<file path="config.mk">
export PLATFORM = sky130hd
export DESIGN_NAME = game_flow_ctrl
export DESIGN_NICKNAME = d
export VERILOG_FILES = /design/src/rtl/game_flow_ctrl.sv
export SDC_FILE = /design/constraint.sdc
export NUM_CORES = 1
export LEC_CHECK = 0
export BUFFER_PORTS_ARGS = -buffer_cell sky130_fd_sc_hd__buf_2
export CAP_MARGIN = 20
export CORE_UTILIZATION = 50
export CTS_CLUSTER_DIAMETER = 40
export DETAILED_ROUTE_END_ITERATION = 12
export PLACE_DENSITY_LB_ADDON = 0.05
export SYNTH_ARGS = -nofsm -noshare
export SYNTH_HDL_FRONTEND = slang
export SYNTH_SLANG_ARGS = --single-unit
</file>
<file path="constraint.sdc">
create_clock -name Clk -period 2.05 [get_ports Clk]
set_input_delay 0 -clock Clk [delete_from_list [all_inputs] [get_ports Clk]]
set_output_delay 0 -clock Clk [all_outputs]
set_load 0.01 [all_outputs]
</file>
<file path="src/rtl/game_flow_ctrl.sv">
// game_flow_ctrl: game state machine driving start/life/restart load strobes, lives, invulnerability and saturating score.
module game_flow_ctrl #(
  parameter int LIVES = 3,
  parameter int INVULN_FRAMES = 60,
  parameter int SCORE_W = 10
) (
  input  logic               Clk,
  input  logic               Reset,
  input  logic               frame_tick,
  input  logic               start_key,
  input  logic               pause_key,
  input  logic               hit,
  output logic               start_clr,
  output logic [LIVES-1:0]   life_clr,
  output logic               game_rst,
  output logic [2:0]         lives,
  output logic [SCORE_W-1:0] score,
  output logic               playing,
  output logic               invuln,
  output logic               paused,
  output logic               game_over
);
  typedef enum logic [2:0] {IDLE, PLAY, HIT, PAUSE, OVER} state_t;
  state_t     r_state;
  logic       r_start_prev, r_pause_prev;
  logic [7:0] r_cnt;
  logic       w_start_ev, w_pause_ev, w_score_inc;
  assign w_start_ev  = start_key & ~r_start_prev;
  assign w_pause_ev  = pause_key & ~r_pause_prev;
  assign w_score_inc = frame_tick & (r_state == PLAY || r_state == HIT) & ~&score;
  assign playing     = r_state == PLAY || r_state == HIT;
  assign invuln      = r_state == HIT;
  assign paused      = r_state == PAUSE;
  assign game_over   = r_state == OVER;
  // Previous-key registers reset high so a key held through reset is not an event.
  always_ff @(posedge Clk or posedge Reset) begin
    if (Reset) begin
      r_state      <= IDLE;
      r_start_prev <= 1'b1;
      r_pause_prev <= 1'b1;
      r_cnt        <= '0;
      lives        <= 3'(LIVES);
      score        <= '0;
      start_clr    <= 1'b0;
      life_clr     <= '0;
      game_rst     <= 1'b0;
    end else begin
      r_start_prev <= start_key;
      r_pause_prev <= pause_key;
      start_clr    <= 1'b0;
      life_clr     <= '0;
      game_rst     <= 1'b0;
      if (w_score_inc) score <= score + 1'b1;
      case (r_state)
        IDLE: if (w_start_ev) begin
          r_state   <= PLAY;
          start_clr <= 1'b1;
          score     <= '0;
          lives     <= 3'(LIVES);
        end
        PLAY: if (hit) begin
          life_clr <= LIVES'(1) << (lives - 3'd1);
          lives    <= lives - 3'd1;
          r_state  <= lives == 3'd1 ? OVER : HIT;
          r_cnt    <= 8'(INVULN_FRAMES);
        end else if (w_pause_ev) r_state <= PAUSE;
        HIT: if (frame_tick) begin
          r_cnt <= r_cnt - 8'd1;
          if (r_cnt == 8'd1) r_state <= PLAY;
        end
        PAUSE: if (w_pause_ev) r_state <= PLAY;
        OVER: if (w_start_ev) begin
          r_state  <= IDLE;
          game_rst <= 1'b1;
          lives    <= 3'(LIVES);
          score    <= '0;
        end
        default: r_state <= IDLE;
      endcase
    end
  end
endmodule

</file>
==> impl_metrics.ini <==
[yosys]
yosysTopAreaCellShare = 0.406
seq_area_frac_synth = 0.469
synthesis.area_um2 = 1670
syn_inst = 170
ys_async_sr_fraction = 1.00
synth_ff_type = dfrtp_1
yosysUniqueCellTypes = 44
synth.area.top_cells = dfrtp_1 (41%), dfstp_2 (6.3%), ha_1 (5.3%)
synth_seq_cells = 31
synth.avg_cell_area_um2 = 9.80
synth_nets = 183
synth-edff-count = 0
synth_top_area_cell = dfrtp_1
yosysWarnings = 0

[cts]
htreeDepth = 2
cts_root_buffer = clkbuf_4
cts_made_buffers = 5
insertion_delay_ns = 0.32
numClockSinks = 31
clk_pin_slew_ns = 0.09
cts_tree = yes
cts.path.max_buffers = 2
cts_setup_buffers = 0

[floorplan]
ioPinCount = 28
rows = 20
die_area_um2 = 3570
fp.coreArea_um2 = 3100
start_util = 0.537
die-width_um = 59.7
fp.dieH_um = 59.7

[timing]
hold_viol_final = 0
timing.final.crit_period_ns = 1.90
setup_tns_ns = 0
rsz0062_at_grt = false
holdWs_ns = 0.121
maxSlewViolCount = 0
max_freq_mhz = 526
fin_crit_sh = 0.928
relSlewSlack = 0.543
worstMarginPinSlew_ns = 0.680
skew_ns = 0.00447
setup_viol = 0

[route]
drt-total-wl_um = 3680
ant_nets = 0
viasPerCell = 5.61
vias = 1424
wl_per_cell_um = 14.5
drcViolationCount = 0
dr.pass1.iters = 4
drtIter0Drc = 72

[global_route]
grt-ovfl-total = 0
grt_pass1_wl_um = 5970
grt_max_degree = 21
grt_antenna_before_repair = 0
grtUsageTotal = 0.232
first_global_vias = 1389

[finish]
mostFrequentLayoutCell = buf_2
final_cell_mix = buf_2 (27), dfrtp_1 (25), nand2_1 (18)
drive_gt1_frac = 0.257
multi_input_area_um2 = 835
antenna_cells = 0
area_delta_synth_final_pct = 20.9
regArea_um2 = 783
layout.nets = 222
fillers = 280

[setup_path]
endpoint_kind = flop
slowest_delay_ns = 0.54
crit_fanout = 3
arrival_ns = 2.17
crit_chain = or4_4 > or4_1 > or4_1 > nand2_1
slowest_stage = or4_4
required_ns = 2.32
crit_path_frequent_cell = or4_1
cp-start-kind = flop
r2r_slack_ns = 0.15
path_class = reg -> reg

[power_and_ir_drop]
cellLeakagePower_nw = 0.943
power_density_nw_per_um2 = 1150
vdd_drop_max_uv = 758

[placement]
gp_congestion = 0.894
dp_hpwl_um = 2600
port_buffers = 27

[min_path]
min_path_type = in -> reg

[outcome]
status = completed

[flow_run]
max_cap_violations = 0
[cell usage after synthesis (2+ instances only)]
library cell / n
dfrtp_1: 27
nand2_1: 18
nor2_1: 8
o21ai_0: 8
ha_1: 7
inv_1: 7
nor3_1: 7
nand2b_1: 6
and2_1: 5
clkbuf_1: 5
nand3_1: 5
xnor2_1: 5
dfstp_2: 4
mux2i_1: 4
o31ai_1: 4
or4_1: 4
a211oi_1: 3
a21oi_1: 3
nor2b_1: 3
nor3b_1: 3
nor4_1: 3
a2111oi_0: 2
a21o_1: 2
a31oi_1: 2
and3_1: 2
nand3b_1: 2
nand4_1: 2
o211ai_1: 2
or3_1: 2
[metrics by stage]
stage	setup WS [ns]	util	std cells	total power [mW]	instance area, um2
floorplan	0.220	-	170	1.52	1670
global placement	0.193	0.607	242	1.78	1880
detailed placement	0.145	0.607	242	1.80	1880
CTS	0.122	0.648	254	2.31	2010
global route	0.0346	0.649	254	2.48	2010
finish	0.147	0.649	254	2.31	2010
[state kept, by name, indices dropped and copies added (netlist names)]
register and cells:
r_pause_prev 1, r_state 3, lives 3, r_cnt 8, game_rst 1, score 10, r_start_prev 1, life_clr 3
start_clr 1
[final timing paths]
check / start / end / cells past startpoint
setup / recovery: r_cnt[5]$_DFFE_PP0P_ / r_cnt[7]$_DFFE_PP0P_ / 4
setup reg to reg: r_cnt[5]$_DFFE_PP0P_ / r_cnt[7]$_DFFE_PP0P_ / 4
min in group asynchronous: Reset / score[6]$_DFF_PP0_ / 3
hold / removal: hit / r_state[0]$_DFFE_PP0P_ / 4
hold reg to reg: score[2]$_DFF_PP0_ / score[2]$_DFF_PP0_ / 1
max in group asynchronous: Reset / lives[0]$_DFFE_PP1P_ / 4
[layout make-up]
cell class                      instances  share of cell area
Tap cell                               44              0.0273
Timing Repair Buffer                   38               0.113
Inverter                                7              0.0131
Sequential cell                        31               0.389
Clock inverter                          2              0.0174
Clock buffer                            6              0.0255
Multi-Input combinational cell        126               0.415
[what timing repair did]
item | 4_1_cts | 5_1_grt
hold buffers | 4 | 0
resized for setup | 0 | 2
setup endpoints to repair | 0 | 1
endpoints found under the hold margin | 14 | 0
[worst max-delay path, delay by kind of cell (launching register included)]
family,cells,cell delay [ns]
flops,1,0.40
simple gates,4,1.45
[where the power goes]
group / internal, mW / leakage (nW) / switching (mW)
Sequential: 0.765 / 0.390 / 0.196
Clock: 0.288 / 0.0482 / 0.209
Combinational: 0.385 / 0.505 / 0.465
[logic make-up (layout without fill, tap and decap cells)]
group,Yosys count,in the layout,share of synthesized area
AO/OA/AOI/OAI,30,30,0.122
XOR/XNOR,5,5,0.0263
adder cells (fa/ha/maj),7,7,0.0526
buffers and inverters,13,53,0.0301
flip-flops,31,31,0.469
multiplexers,5,5,0.0308
AND/OR/NAND/NOR,79,79,0.270
[routing by layer]
metal,GRT usage,wire [um],vias to the layer above
li1,-,-,692
met1,0.277,1600,695
met2,0.398,1880,33
met3,0.0628,156,4
met4,0.0831,38,0
met5,0,0,-
Power figures use the tool's default switching activity.
